File: config.mk
export PLATFORM = sky130hd
export DESIGN_NAME = shift_alu_seq_flat
export DESIGN_NICKNAME = d
export VERILOG_FILES = /design/src/rtl/shift_alu_seq_pkg.sv /design/src/rtl/shift_alu_seq_if.sv /design/src/rtl/shift_alu_seq_alu_core.sv /design/src/rtl/shift_alu_seq.sv /design/src/flat_wrapper.sv
export SDC_FILE = /design/constraint.sdc
export NUM_CORES = 1
export LEC_CHECK = 0
export ABC_AREA = 1
export BUFFER_PORTS_ARGS = -buffer_cell sky130_fd_sc_hd__buf_4
export CORE_MARGIN = 8
export CORE_UTILIZATION = 48
export DETAILED_ROUTE_END_ITERATION = 10
export GPL_TIMING_DRIVEN = 0
export PLACE_DENSITY = 0.69
export SYNTH_ARGS = -nofsm -noshare
export SYNTH_HDL_FRONTEND = slang
export SYNTH_HIERARCHICAL = 1
export SYNTH_SLANG_ARGS = --single-unit
File: constraint.sdc
create_clock -name clk -period 7 [get_ports clk]
set_input_delay 1.05 -clock clk [delete_from_list [all_inputs] [get_ports clk]]
set_output_delay 1.05 -clock clk [all_outputs]
set_load 0.01 [all_outputs]
File: src/rtl/shift_alu_seq_pkg.sv
// Shared constants for the sequential shift-then-ALU datapath: operation codes,
// FSM state encodings and flag bit positions.
package shift_alu_seq_pkg;

  // Shift modes applied to operand A, one bit per cycle
  localparam logic [1:0] SH_LSL = 2'b00;
  localparam logic [1:0] SH_LSR = 2'b01;
  localparam logic [1:0] SH_ASR = 2'b10;
  localparam logic [1:0] SH_ROR = 2'b11;

  // ALU operations; codes 101..111 all pass the shifted A through
  localparam logic [2:0] ALU_ADD = 3'b000;
  localparam logic [2:0] ALU_SUB = 3'b001;
  localparam logic [2:0] ALU_AND = 3'b010;
  localparam logic [2:0] ALU_OR  = 3'b011;
  localparam logic [2:0] ALU_XOR = 3'b100;

  // FSM state encodings
  localparam logic [1:0] ST_IDLE  = 2'b00;
  localparam logic [1:0] ST_SHIFT = 2'b01;
  localparam logic [1:0] ST_EXEC  = 2'b10;
  localparam logic [1:0] ST_DONE  = 2'b11;

  // Bit positions inside the {N,Z,C,V} flag vector
  localparam int FLAG_N = 3;
  localparam int FLAG_Z = 2;
  localparam int FLAG_C = 1;
  localparam int FLAG_V = 0;

  typedef logic [3:0] flags_t;

endpackage

File: src/rtl/shift_alu_seq_if.sv
// Request/response bundle for shift_alu_seq. master = requester/consumer side,
// slave = the datapath.
interface shift_alu_seq_if #(
  parameter  int WIDTH = 8,
  localparam int SHW   = $clog2(WIDTH)
);
  import shift_alu_seq_pkg::*;

  // Handshake: a transfer happens on a rising edge where valid and ready are both 1.
  // The request side holds in_valid and its payload until accepted; the datapath
  // holds out_valid, result and alu_flags stable until out_ready is seen.
  logic             in_valid;
  logic             in_ready;
  logic [WIDTH-1:0] a;
  logic [WIDTH-1:0] b;
  logic [SHW-1:0]   shamt;
  logic [1:0]       shmode;
  logic [2:0]       alu_ctrl;
  logic             out_valid;
  logic             out_ready;
  logic [WIDTH-1:0] result;
  flags_t           alu_flags;

  modport master (
    output in_valid, a, b, shamt, shmode, alu_ctrl, out_ready,
    input  in_ready, out_valid, result, alu_flags
  );

  modport slave (
    input  in_valid, a, b, shamt, shmode, alu_ctrl, out_ready,
    output in_ready, out_valid, result, alu_flags
  );

endinterface

File: src/rtl/shift_alu_seq_alu_core.sv
// Combinational ALU: adds, subtracts, bitwise ops or passes A, and derives NZCV.
// Subtraction reuses the adder as a + ~b + 1 so C means "no borrow".
module alu_core
  import shift_alu_seq_pkg::*;
#(
  parameter int WIDTH = 8
) (
  input  logic [WIDTH-1:0] a,
  input  logic [WIDTH-1:0] b,
  input  logic [2:0]       alu_ctrl,
  output logic [WIDTH-1:0] result,
  output flags_t           flags
);

  logic             is_sub;
  logic [WIDTH-1:0] b_op;
  logic [WIDTH:0]   sum;
  logic             carry;
  logic             ovf;

  assign is_sub = (alu_ctrl == ALU_SUB);
  assign b_op   = is_sub ? ~b : b;
  assign sum    = {1'b0, a} + {1'b0, b_op} + {{WIDTH{1'b0}}, is_sub};

  always_comb begin
    result = '0;
    carry  = 1'b0;
    ovf    = 1'b0;
    case (alu_ctrl)
      ALU_ADD: begin
        result = sum[WIDTH-1:0];
        carry  = sum[WIDTH];
        ovf    = (a[WIDTH-1] == b[WIDTH-1]) && (sum[WIDTH-1] != a[WIDTH-1]);
      end
      ALU_SUB: begin
        result = sum[WIDTH-1:0];
        carry  = sum[WIDTH];
        ovf    = (a[WIDTH-1] != b[WIDTH-1]) && (sum[WIDTH-1] != a[WIDTH-1]);
      end
      ALU_AND: result = a & b;
      ALU_OR:  result = a | b;
      ALU_XOR: result = a ^ b;
      default: result = a;
    endcase
  end

  always_comb begin
    flags         = '0;
    flags[FLAG_N] = result[WIDTH-1];
    flags[FLAG_Z] = (result == '0);
    flags[FLAG_C] = carry;
    flags[FLAG_V] = ovf;
  end

endmodule

File: src/rtl/shift_alu_seq.sv
// Sequential shift-then-ALU unit: accepts one request, shifts A one bit per cycle,
// runs the ALU once, and holds the registered result until the consumer takes it.
module shift_alu_seq
  import shift_alu_seq_pkg::*;
#(
  parameter  int WIDTH = 8,
  localparam int SHW   = $clog2(WIDTH)
) (
  input  logic           clk,
  input  logic           rst_n,
  shift_alu_seq_if.slave bus,
  output logic [1:0]     state_dbg
);

  logic [1:0]       state;
  logic [WIDTH-1:0] a_q;
  logic [WIDTH-1:0] b_q;
  logic [1:0]       mode_q;
  logic [2:0]       ctrl_q;
  logic [SHW-1:0]   count;
  logic [WIDTH-1:0] result_q;
  flags_t           flags_q;

  logic [SHW-1:0]   shamt_mod;
  logic [WIDTH-1:0] shift_nxt;
  logic [WIDTH-1:0] alu_result;
  flags_t           alu_flag;

  // Only matters for non-power-of-two widths; folds to a plain wire otherwise
  assign shamt_mod = SHW'({{(32-SHW){1'b0}}, bus.shamt} % 32'(WIDTH));

  always_comb begin
    shift_nxt = a_q;
    case (mode_q)
      SH_LSL:  shift_nxt = {a_q[WIDTH-2:0], 1'b0};
      SH_LSR:  shift_nxt = {1'b0, a_q[WIDTH-1:1]};
      SH_ASR:  shift_nxt = {a_q[WIDTH-1], a_q[WIDTH-1:1]};
      SH_ROR:  shift_nxt = {a_q[0], a_q[WIDTH-1:1]};
      default: shift_nxt = a_q;
    endcase
  end

  alu_core #(.WIDTH(WIDTH)) u_alu (
    .a        (a_q),
    .b        (b_q),
    .alu_ctrl (ctrl_q),
    .result   (alu_result),
    .flags    (alu_flag)
  );

  always_ff @(posedge clk or negedge rst_n) begin
    if (!rst_n) begin
      state    <= ST_IDLE;
      a_q      <= '0;
      b_q      <= '0;
      mode_q   <= '0;
      ctrl_q   <= '0;
      count    <= '0;
      result_q <= '0;
      flags_q  <= '0;
    end else begin
      case (state)
        ST_IDLE: begin
          if (bus.in_valid) begin
            a_q    <= bus.a;
            b_q    <= bus.b;
            mode_q <= bus.shmode;
            ctrl_q <= bus.alu_ctrl;
            count  <= shamt_mod;
            state  <= (shamt_mod != '0) ? ST_SHIFT : ST_EXEC;
          end
        end
        ST_SHIFT: begin
          a_q   <= shift_nxt;
          count <= count - SHW'(1);
          if (count == SHW'(1)) state <= ST_EXEC;
        end
        ST_EXEC: begin
          result_q <= alu_result;
          flags_q  <= alu_flag;
          state    <= ST_DONE;
        end
        ST_DONE: begin
          if (bus.out_ready) state <= ST_IDLE;
        end
        default: state <= ST_IDLE;
      endcase
    end
  end

  assign bus.in_ready  = (state == ST_IDLE);
  assign bus.out_valid = (state == ST_DONE);
  assign bus.result    = result_q;
  assign bus.alu_flags = flags_q;
  assign state_dbg     = state;

endmodule

File: src/flat_wrapper.sv
// flat-port wrapper written by rule: the top's interface ports become plain ports
module shift_alu_seq_flat import shift_alu_seq_pkg::*;
#(
  parameter  int WIDTH = 8,
  localparam int SHW   = $clog2(WIDTH)
)
  (clk, rst_n, state_dbg, bus_in_valid, bus_a, bus_b, bus_shamt, bus_shmode, bus_alu_ctrl, bus_out_ready, bus_in_ready, bus_out_valid, bus_result, bus_alu_flags);
  shift_alu_seq_if #(.WIDTH(WIDTH)) bus_i ();
  input  logic clk;
  input  logic rst_n;
  output logic [1:0] state_dbg;
  input wire logic [$bits(bus_i.in_valid)-1:0] bus_in_valid;
  input wire logic [$bits(bus_i.a)-1:0] bus_a;
  input wire logic [$bits(bus_i.b)-1:0] bus_b;
  input wire logic [$bits(bus_i.shamt)-1:0] bus_shamt;
  input wire logic [$bits(bus_i.shmode)-1:0] bus_shmode;
  input wire logic [$bits(bus_i.alu_ctrl)-1:0] bus_alu_ctrl;
  input wire logic [$bits(bus_i.out_ready)-1:0] bus_out_ready;
  output wire logic [$bits(bus_i.in_ready)-1:0] bus_in_ready;
  output wire logic [$bits(bus_i.out_valid)-1:0] bus_out_valid;
  output wire logic [$bits(bus_i.result)-1:0] bus_result;
  output wire logic [$bits(bus_i.alu_flags)-1:0] bus_alu_flags;
  assign bus_i.in_valid = bus_in_valid;
  assign bus_i.a = bus_a;
  assign bus_i.b = bus_b;
  assign bus_i.shamt = bus_shamt;
  assign bus_i.shmode = bus_shmode;
  assign bus_i.alu_ctrl = bus_alu_ctrl;
  assign bus_i.out_ready = bus_out_ready;
  assign bus_in_ready = bus_i.in_ready;
  assign bus_out_valid = bus_i.out_valid;
  assign bus_result = bus_i.result;
  assign bus_alu_flags = bus_i.alu_flags;
  shift_alu_seq #(.WIDTH(WIDTH)) u_core (.clk(clk), .rst_n(rst_n), .bus(bus_i), .state_dbg(state_dbg));
endmodule
==> results.json, run 1 <==
{
  "worstPathBufferInverterCount": 3,
  "cts-root-buf": "clkbuf_8",
  "post-route-cell-area_um2": 3540,
  "grt_start_max_net_pins": 39,
  "initial_utilization_pct": 48.6,
  "gp_congestion": 0.908,
  "antenna_cells": 0,
  "timing.setup.tns_ps": 0,
  "clk_pin_slew_ps": 70,
  "drt_iter0_drc": 93,
  "multi_input_area_um2": 1760,
  "worstPathRequired_ps": 7180,
  "dr_total_vias": 2592,
  "synth_cell_type_count": 32,
  "num_io_pins": 44,
  "ys_seq_area_share_pct": 31.3,
  "crit_path_launch_type": "register",
  "status": "complete, no violations",
  "syn-instance-count": 387,
  "synthArstFlopShare_pct": 100,
  "cts_tree": "yes",
  "postCtsHoldBufs": 0,
  "grt_first_pass_wirelength_um": 11900,
  "switching_share_of_total_power_pct": 49.9,
  "period_minus_slack_ps": 2690,
  "area_growth_pct": 16.5,
  "critical_path_peak_fanout": 10,
  "setup_viol_count_final": 0,
  "timing.critical_path.cells": "inv_2 -> nand3_4 -> buf_6 -> xor2_1 -> ha_1 -> nand2_1 -> nor3_1 -> nand2_1 -> nand2_1 -> nand2_1 -> nand2_1 -> xor2_1 -> nor2_1 -> buf_4 -> mux2_2",
  "drt-total-wl_um": 7090,
  "worstSetupPathType": "register to register",
  "fin_nets": 498,
  "yosys_register_bits": 38,
  "detail_route.wl_per_cell_um": 13.8,
  "fin_worst_skew_ps": 8.86,
  "syn_area_per_cell_um2": 7.84,
  "share_comb_of_total_power_pct": 69.3,
  "critical_path.most_common_cell": "nand2_1",
  "hpwlAfterDp_um": 5480,
  "hold_viol": 0,
  "vertical_extent_of_the_die_um": 95.5,
  "fraction_of_layout_cells_with_a_size_suffix_above_1_pct": 22.2,
  "timing.final.max_slew_violations": 0,
  "grt_use_total_pct": 16.7,
  "p_per_area_nw_per_um2": 556,
  "layout.cells.most_common": "nand2_1",
  "hold_path_class": "register to register",
  "fp-row-count": 29,
  "drv_cap": 0,
  "cellLeakagePower_uw": 0.00197,
  "dp_worst_setup_slack_ps": 4330,
  "cells_after_dpl": 507,
  "max_stage_delay_ps": 450,
  "floorplan.die.width_um": 95.5,
  "final.fill_count": 602,
  "achievable-frequency_mhz": 372,
  "ys.warnings.count": 6,
  "worst-endpoint-arrival_ps": 2870,
  "grt_overflow_total": 0,
  "cts.htree.levels": 2,
  "detailedRoute.firstPassIterationCount": 4,
  "clock_insertion_delay_worst_skew_ps": 290,
  "first_global_vias": 2610,
  "buffer_ports.inserted": 43,
  "max_slew.worst_pin.slew_ps": 663,
  "p_sw_uw": 981,
  "post_cts_setup_buffer_count": 0,
  "placed_area_um2": 3450,
  "grt_setup_unrepaired": "no",
  "pwr-share-seq_pct": 22.8,
  "layout.cells.non_filler": 513,
  "synthesized_nets": 448,
  "cts_inserted_buffers": 5,
  "numClockSinks": 38,
  "antenna_found_initial": 0,
  "yosys_most_used_dff": "dfrtp_1",
  "post_synth_instance_area_um2": 3040,
  "clk_path_buf_depth": 2,
  "remaining_drc_errors": 0,
  "fraction_of_the_cycle_the_final_worst_path_needs_pct": 38.4,
  "critical_path.slowest_cell": "dfrtp_1",
  "synth-edff-count": 0,
  "mostFrequentLayoutCells": "nand2_1 (89), inv_1 (63), buf_4 (49), dfrtp_1 (38), nor2_1 (36)",
  "crit_path_end_kind": "register",
  "core_um2": 6240,
  "cts-resized-gates": 0,
  "cellInternalPower_uw": 984,
  "irDropWorstVdd_v": 0.000248,
  "footprint_of_the_flip_flops_and_latches_um2": 951,
  "relSlewSlack_pct": 55.5,
  "vias_per_cell": 5.05,
  "detail-route-antenna-nets": 0,
  "post-route-worst-setup-slack_ps": 4310,
  "p_total_uw": 1970,
  "power.share.clock_pct": 7.9,
  "cpLargestDelayFamily": "simple AND/OR/NAND/NOR gates",
  "die_area_um2": 9120
}
-- layer usage --
layer | wire length, µm | vias to the layer above | GRT usage (%)
met5 | 0 | - | 0
met4 | 68 | 0 | 5.51
met3 | 367 | 8 | 3.70
met2 | 3460 | 62 | 28.1
met1 | 3190 | 1205 | 20.6
li1 | - | 1317 | -
-- registers in the layout (all words and copies together), names as in the netlist --
signal	count
u_core/count	3
u_core/mode_q	2
u_core/b_q	8
u_core/ctrl_q	3
u_core/bus.alu_flags	4
u_core/state_dbg	2
u_core/a_q	8
u_core/bus.result	8
-- power groups by stage --
stage / Combinational [µW] / Clock [µW] / Sequential [µW]
after detailed placement: 1360 / 0 / 453
after global placement: 1320 / 0 / 447
final: 1360 / 155 / 448
after CTS: 1360 / 159 / 449
after global routing: 1550 / 168 / 469
after floorplan: 1030 / 0 / 435
-- area by class of cell --
type / instances / share of cell area, %
repair buffers: 43 / 9.13
well taps: 77 / 2.72
plain buffers: 9 / 2.05
clock buffers: 6 / 2.33
flip-flops and latches: 38 / 26.9
inverters: 66 / 7.00
multi-input cells: 274 / 49.9
-- per-stage QoR --
| step | hold WS (ps) | utilization [%] |
|---|---|---|
| 2_1_floorplan | 490 | - |
| 3_3_place_gp | 493 | 55.4 |
| 3_5_place_dp | 498 | 55.4 |
| 4_1_cts | 514 | 56.7 |
| 5_1_grt | 537 | 56.7 |
| 6_report | 513 | 56.7 |
-- synth_stat cells, types with 3 or more instances --
cell type | instances | area share, %
nand2_1 | 89 | 11
inv_1 | 63 | 7.8
dfrtp_1 | 38 | 31
nor2_1 | 36 | 4.5
ha_1 | 32 | 13
nand3_1 | 25 | 4.1
mux2_2 | 18 | 6.7
a21oi_1 | 14 | 2.3
o21ai_0 | 12 | 2.0
xor2_1 | 11 | 3.2
buf_4 | 6 | 1.5
mux2_4 | 6 | 3.0
nand4_1 | 4 | 0.82
inv_2 | 3 | 0.37
nand2_2 | 3 | 0.62
nor3_2 | 3 | 0.99
-- kinds of logic (layout without fill, tap and decap cells) --
kind of cell               count (synthesis)  count (layout)  share of synthesized area (%)
and+or+nand+nor                          169             169                           24.5
buffers and inverters                     75             124                           10.6
DFF                                       38              38                           31.3
AOI/OAI and AO/OA                         37              37                           6.97
adders and majority gates                 33              33                           13.8
muxes                                     24              24                           9.65
xor gates and xnor gates                  11              11                           3.17
-- worst paths after layout --
check	start	cells after the start	end	slack (ps)
hold / removal	u_core/bus.alu_flags[1]	1	u_core/bus.alu_flags[1]	510
setup / recovery	u_core/ctrl_q[2]	15	u_core/bus.alu_flags[0]	4310
max in group asynchronous	rst_n	1	u_core/bus.result[6]	5940
setup reg to reg	u_core/ctrl_q[2]	15	u_core/bus.alu_flags[0]	4310
min in group asynchronous	rst_n	1	u_core/b_q[4]	720
hold reg to reg	u_core/bus.alu_flags[1]	1	u_core/bus.alu_flags[1]	510
No activity file was read; power rests on OpenSTA's default activity.
==> run 2, diff against run 1 <==
--- a/config.mk
+++ b/config.mk
@@ -11,7 +11,7 @@
 export CORE_UTILIZATION = 48
 export DETAILED_ROUTE_END_ITERATION = 10
 export GPL_TIMING_DRIVEN = 0
-export PLACE_DENSITY = 0.69
+export PLACE_DENSITY = 0.71
 export SYNTH_ARGS = -nofsm -noshare
 export SYNTH_HDL_FRONTEND = slang
 export SYNTH_HIERARCHICAL = 1
==> constraint.sdc (replaced) <==
create_clock -name clk -period 2.3 [get_ports clk]
set_input_delay 0.345 -clock clk [delete_from_list [all_inputs] [get_ports clk]]
set_output_delay 0.345 -clock clk [all_outputs]
set_load 0.01 [all_outputs]
==> run 2 against run 1 <==
The flow now finishes with violations (setup timing). Die area did not move. Maximum frequency increased by 10%. Cell count is 4.3% higher. Critical path depth increased by 1. Clock skew up 5.2 ps. Sequential share of layout area shrank 2.7 points. Routed wire length up 12%.
==> results.json, run 2 (synthesis results as in run 1) <==
{
  "core_um2": 6240,
  "remaining_drc_errors": 0,
  "achievable-frequency_mhz": 410,
  "buffer_ports.inserted": 43,
  "drv_cap": 0,
  "status": "finished with violations",
  "detailedRoute.firstPassIterationCount": 4,
  "detail_route.wl_per_cell_um": 14.9,
  "grt_setup_unrepaired": "yes",
  "period_minus_slack_ps": 2440,
  "antenna_found_initial": 0,
  "clk_path_buf_depth": 2,
  "footprint_of_the_flip_flops_and_latches_um2": 953,
  "failed_checks": "setup timing",
  "floorplan.die.width_um": 95.5,
  "hold_path_class": "primary input to asynchronous set/reset pin",
  "gp_congestion": 0.930,
  "cts_tree": "yes",
  "hold_viol": 0,
  "grt_overflow_total": 0,
  "vertical_extent_of_the_die_um": 95.5,
  "fraction_of_the_cycle_the_final_worst_path_needs_pct": 106,
  "fin_hold_ws_ps": 13.0,
  "worst-endpoint-arrival_ps": 2610,
  "post-route-cell-area_um2": 3940,
  "grt_first_pass_wirelength_um": 12600,
  "relSlewSlack_pct": 52.1,
  "first_global_vias": 2769,
  "vias_per_cell": 5.10,
  "drt_iter0_drc": 131,
  "numClockSinks": 38,
  "fin_worst_skew_ps": 14.1,
  "num_io_pins": 44,
  "fraction_of_layout_cells_with_a_size_suffix_above_1_pct": 34.1,
  "timing.final.max_slew_violations": 0,
  "fp-row-count": 29,
  "mostFrequentLayoutCells": "nand2_1 (82), buf_4 (66), inv_1 (56), nor2_1 (36), dfrtp_1 (36)",
  "setup_viol_count_final": 8,
  "placed_area_um2": 3470,
  "critical_path_peak_fanout": 8,
  "worstPathRequired_ps": 2470,
  "max_slew.worst_pin.slew_ps": 715,
  "cts.htree.levels": 2,
  "final.fill_count": 531,
  "layout.cells.non_filler": 535,
  "detail-route-antenna-nets": 0,
  "antenna_cells": 0,
  "clk_pin_slew_ps": 90,
  "cells_after_dpl": 507,
  "cts-root-buf": "clkbuf_8",
  "crit_path_launch_type": "register",
  "post-route-worst-setup-slack_ps": -140,
  "drt-total-wl_um": 7970,
  "initial_utilization_pct": 48.6,
  "grt_start_max_net_pins": 39,
  "crit_path_end_kind": "register",
  "worstSetupPathType": "register to register",
  "clock_insertion_delay_worst_skew_ps": 300,
  "layout.cells.most_common": "nand2_1",
  "multi_input_area_um2": 1970,
  "fin_nets": 518,
  "hpwlAfterDp_um": 5460,
  "grt_use_total_pct": 17.4,
  "die_area_um2": 9120,
  "dr_total_vias": 2729,
  "cts_inserted_buffers": 5,
  "area_growth_pct": 29.9
}
## run 2: cell types whose count changed in the layout (fill, tap and decap cells not counted), sizes merged
cell    before  now
buf         52   72
bufinv       0    1
clkbuf       6    7
## run 2: repair_timing
action,4_1_cts,5_1_grt
hold buffers,0,0
resized for setup,22,31
setup endpoints to repair,11,11
cloned,0,0
buffers inserted,12,10
pin swaps,11,26
## run 2: metrics by stage
stage	setup WS, ps	util, %	setup TNS (ps)
after global placement	-314	55.5	-2060
after floorplan	-69.4	-	-166
after CTS	-114	59.8	-379
after detailed placement	-334	55.5	-2390
after global routing	-280	63.2	-1620
final	-140	63.2	-578
## run 2: final timing paths
| kind | slack, ps | from | cells past startpoint | to |
|---|---|---|---|---|
| min reg2reg | 510 | u_core/bus.result[2] | 1 | u_core/bus.result[2] |
| min in group clk | 270 | bus_b[4] | 2 | u_core/b_q[4] |
| max reg2reg | -140 | u_core/ctrl_q[1] | 16 | u_core/bus.result[7] |
| max in group asynchronous | 1910 | rst_n | 1 | u_core/ctrl_q[0] |
| min | 10 | rst_n | 1 | u_core/bus.result[6] |
| max | -140 | u_core/ctrl_q[1] | 16 | u_core/bus.result[7] |
## run 2: cell type report
class,count,share of cell area [%]
inverter,66,6.35
timing repair buffer,64,12.4
tap,77,2.44
multi-input combinational,274,50.0
clock inverter,1,0.762
clock buffer,7,1.94
buffer,8,1.97
sequential,38,24.2
## run 2: metal layers
metal | share of wire (%) | track usage [%]
met1 | 42 | 21.2
met2 | 50 | 30.5
met3 | 5.6 | 3.07
met4 | 2.0 | 4.74
met5 | 0 | 0
## run 2: worst max-delay path: stages (launching register included)
cell	delay, ps
dfrtp_1	410
inv_2	90
nand3_4	80
buf_12	160
xor2_2	160
ha_4	300
nand2_2	70
nor3_2	200
nand2_1	100
nand2_1	60
nand2_1	60
nand3_1	60
nand2_1	60
nand2_2	100
inv_2	50
buf_6	100
mux2_4	250
Power of run 2 is left out: the tool's default activity adds up to more than one toggle a clock period on the data nets, which glitch-free logic cannot reach.
==> run 3, diff against run 2 <==
--- a/config.mk
+++ b/config.mk
@@ -5,13 +5,12 @@
 export SDC_FILE = /design/constraint.sdc
 export NUM_CORES = 1
 export LEC_CHECK = 0
-export ABC_AREA = 1
-export BUFFER_PORTS_ARGS = -buffer_cell sky130_fd_sc_hd__buf_4
 export CORE_MARGIN = 8
 export CORE_UTILIZATION = 48
 export DETAILED_ROUTE_END_ITERATION = 10
+export DONT_BUFFER_PORTS = 1
 export GPL_TIMING_DRIVEN = 0
-export PLACE_DENSITY = 0.71
+export PLACE_DENSITY = 0.65
 export SYNTH_ARGS = -nofsm -noshare
 export SYNTH_HDL_FRONTEND = slang
 export SYNTH_HIERARCHICAL = 1
==> run 3 against run 2 <==
The run still ends with setup timing left. Critical path depth decreased by 2. Register-to-register slack worse by 570 ps. Sequential cell count did not move. Global-route usage down 0.76 points. Die area is 0.68% lower. Maximum frequency down 19%. Area after synthesis fell by 0.82%. Synthesized cell count fell by 18%. Utilization is 1.4 points lower. First-iteration DRC count fell by 5.3%. Final area down 2.9%. Sequential share of layout area rose by 0.68 points. Critical path type unchanged. Highest routed layer unchanged.
==> results.json, run 3 <==
{
  "relSlewSlack_pct": 46.7,
  "mostFrequentLayoutCells": "dfrtp_1 (37), inv_1 (33), ha_1 (27), nor2_1 (23), buf_4 (21)",
  "core_um2": 6200,
  "grt_start_max_net_pins": 39,
  "synth_area_leader_cell": "dfrtp_1",
  "gp_congestion": 0.829,
  "hpwlAfterDp_um": 5090,
  "critical_path_peak_fanout": 4,
  "max_slew.worst_pin.slew_ps": 791,
  "crit_path_end_kind": "register",
  "regToRegSetupSlack_ps": -710,
  "clk_pin_slew_ps": 80,
  "drv_cap": 0,
  "ys_top_cells_by_area": "dfrtp_1 (32%), ha_1 (13%), mux2_2 (10%)",
  "detailedRoute.firstPassIterationCount": 4,
  "detail-route-antenna-nets": 0,
  "synth-xor-area-share_pct": 3.78,
  "fp-row-count": 29,
  "initial_utilization_pct": 48.5,
  "grt_overflow_total": 0,
  "achievable-frequency_mhz": 332,
  "remaining_drc_errors": 0,
  "fraction_of_layout_cells_with_a_size_suffix_above_1_pct": 37.6,
  "worst-endpoint-arrival_ps": 3240,
  "antenna_found_initial": 0,
  "timing.critical_path.cells": "buf_6 -> buf_8 -> and2_4 -> buf_6 -> buf_12 -> xnor2_4 -> ha_4 -> buf_4 -> buf_4 -> xnor2_2 -> o22ai_2 -> or4_4 -> a211oi_2 -> mux2_4",
  "timing.setup.tns_ps": -4020,
  "first_global_vias": 2390,
  "yosys_register_bits": 38,
  "synth_top_family_by_area": "compound AO/OA/AOI/OAI gates",
  "antenna_cells": 0,
  "synthesized_nets": 379,
  "drt-total-wl_um": 7760,
  "hold_path_class": "primary input to register",
  "die_area_um2": 9060,
  "failed_checks": "setup timing",
  "worstSetupPathType": "register to register",
  "synth_cell_type_count": 52,
  "synthMostInstantiatedCell": "dfrtp_1",
  "layout.cells.most_common": "dfrtp_1",
  "drt_iter0_drc": 124,
  "cpLargestDelayFamily": "buffers and inverters",
  "dr_total_vias": 2406,
  "fin_hold_ws_ps": 201,
  "yosys-top-cells-count": "dfrtp_1 (38), inv_1 (33), ha_1 (32), mux2_2 (28), nor2_1 (25)",
  "setup_viol_count_final": 9,
  "ys_seq_area_share_pct": 31.6,
  "worstPathBufferInverterCount": 6,
  "fraction_of_the_cycle_the_final_worst_path_needs_pct": 131,
  "critical_path.slowest_cell": "or4_4",
  "final.fill_count": 497,
  "numClockSinks": 38,
  "syn_area_per_cell_um2": 9.47,
  "syn-instance-count": 318,
  "cts_tree": "yes",
  "cts.htree.levels": 2,
  "yosys_most_used_dff": "dfrtp_1",
  "post_synth_instance_area_um2": 3010,
  "synth-compound-area-share_pct": 16.6,
  "cts-root-buf": "clkbuf_8",
  "max_stage_delay_ps": 540,
  "area_growth_pct": 27.2,
  "hold_viol": 0,
  "floorplan.die.width_um": 95.2,
  "portion_of_netlist_area_occupied_by_mux_cells_pct": 13.0,
  "clock_insertion_delay_worst_skew_ps": 290,
  "timing.final.max_slew_violations": 0,
  "detail_route.wl_per_cell_um": 18.1,
  "crit_path_launch_type": "register",
  "synth_simple_gate_area_share_pct": 12.4,
  "synthAdderAreaFrac_pct": 14.0,
  "clk_path_buf_depth": 2,
  "grt_use_total_pct": 16.6,
  "synth-edff-count": 0,
  "synthArstFlopShare_pct": 100,
  "grt_first_pass_wirelength_um": 11900,
  "ys.warnings.count": 6,
  "grt_setup_unrepaired": "yes",
  "worstPathRequired_ps": 2520,
  "period_minus_slack_ps": 3010,
  "buffer_ports.inserted": 0,
  "status": "finished with violations",
  "fin_worst_skew_ps": 8.71,
  "vias_per_cell": 5.62,
  "post-route-worst-setup-slack_ps": -714,
  "vertical_extent_of_the_die_um": 95.2,
  "fin_nets": 412,
  "num_io_pins": 44,
  "cts_inserted_buffers": 5,
  "yosys.area.top_type_share_pct": 31.6
}
-- run 3: changes by cell type in the layout (fill, tap and decap cells not counted), moves of 8 or more --
cell,previous run,this run
nand3_1,21,2
buf_6,4,12
buf_4,66,21
inv_1,56,33
nor2_1,36,23
mux2_2,12,20
inv_2,9,0
nand2_1,82,13
-- run 3: logic make-up after synthesis --
kind of cell / Yosys count
AOI/OAI and AO/OA: 72
and+or+nand+nor: 74
buffers and inverters: 53
adders and majority gates: 33
muxes: 35
xor gates and xnor gates: 13
DFF: 38
-- run 3: per-stage QoR --
step           area (µm²)  instances  utilization (%)  worst slack [ps]
6_report             3830        428             61.7              -714
5_1_grt              3830        428             61.7              -818
4_1_cts              3550        418             57.3              -738
3_5_place_dp         3190        395             51.4              -959
3_3_place_gp         3190        395             51.4              -923
2_1_floorplan        3090        318                -              -658
-- run 3: routing by layer --
metal | share of wire [%] | track usage, %
met1 | 41 | 19.8
met2 | 51 | 27.8
met3 | 5.9 | 5.12
met4 | 2.7 | 5.33
met5 | 0 | 0
-- run 3: final timing paths --
check / startpoint / end / cells after the start
worst min register to register: u_core/count[1] / u_core/count[1] / 2
worst max register to register: u_core/ctrl_q[0] / u_core/bus.alu_flags[2] / 14
max in group asynchronous: rst_n / u_core/ctrl_q[0] / 2
worst min-delay path: bus_b[6] / u_core/b_q[6] / 1
worst max-delay path: u_core/ctrl_q[0] / u_core/bus.alu_flags[2] / 14
min in group asynchronous: rst_n / u_core/b_q[6] / 2
-- run 3: layout make-up --
| cell class | count | area (µm²) | share of cell area [%] |
|---|---|---|---|
| buffer | 17 | 133 | 3.46 |
| clock buffer | 6 | 82.6 | 2.16 |
| clock inverter | 1 | 30.0 | 0.784 |
| inverter | 33 | 124 | 3.23 |
| multi-input combinational | 227 | 2140 | 56.0 |
| sequential | 38 | 952 | 24.9 |
| tap | 77 | 96.3 | 2.52 |
| timing repair buffer | 29 | 268 | 6.99 |
-- run 3: what timing repair did --
item / 4_1_cts / 5_1_grt
setup buffers: 16 / 11
pin swaps: 24 / 25
setup endpoints to repair: 11 / 9
resized for setup: 27 / 34
endpoints found under the hold margin: 38 / 0
hold buffers: 2 / 0
Power of run 3 is left out for the same reason.
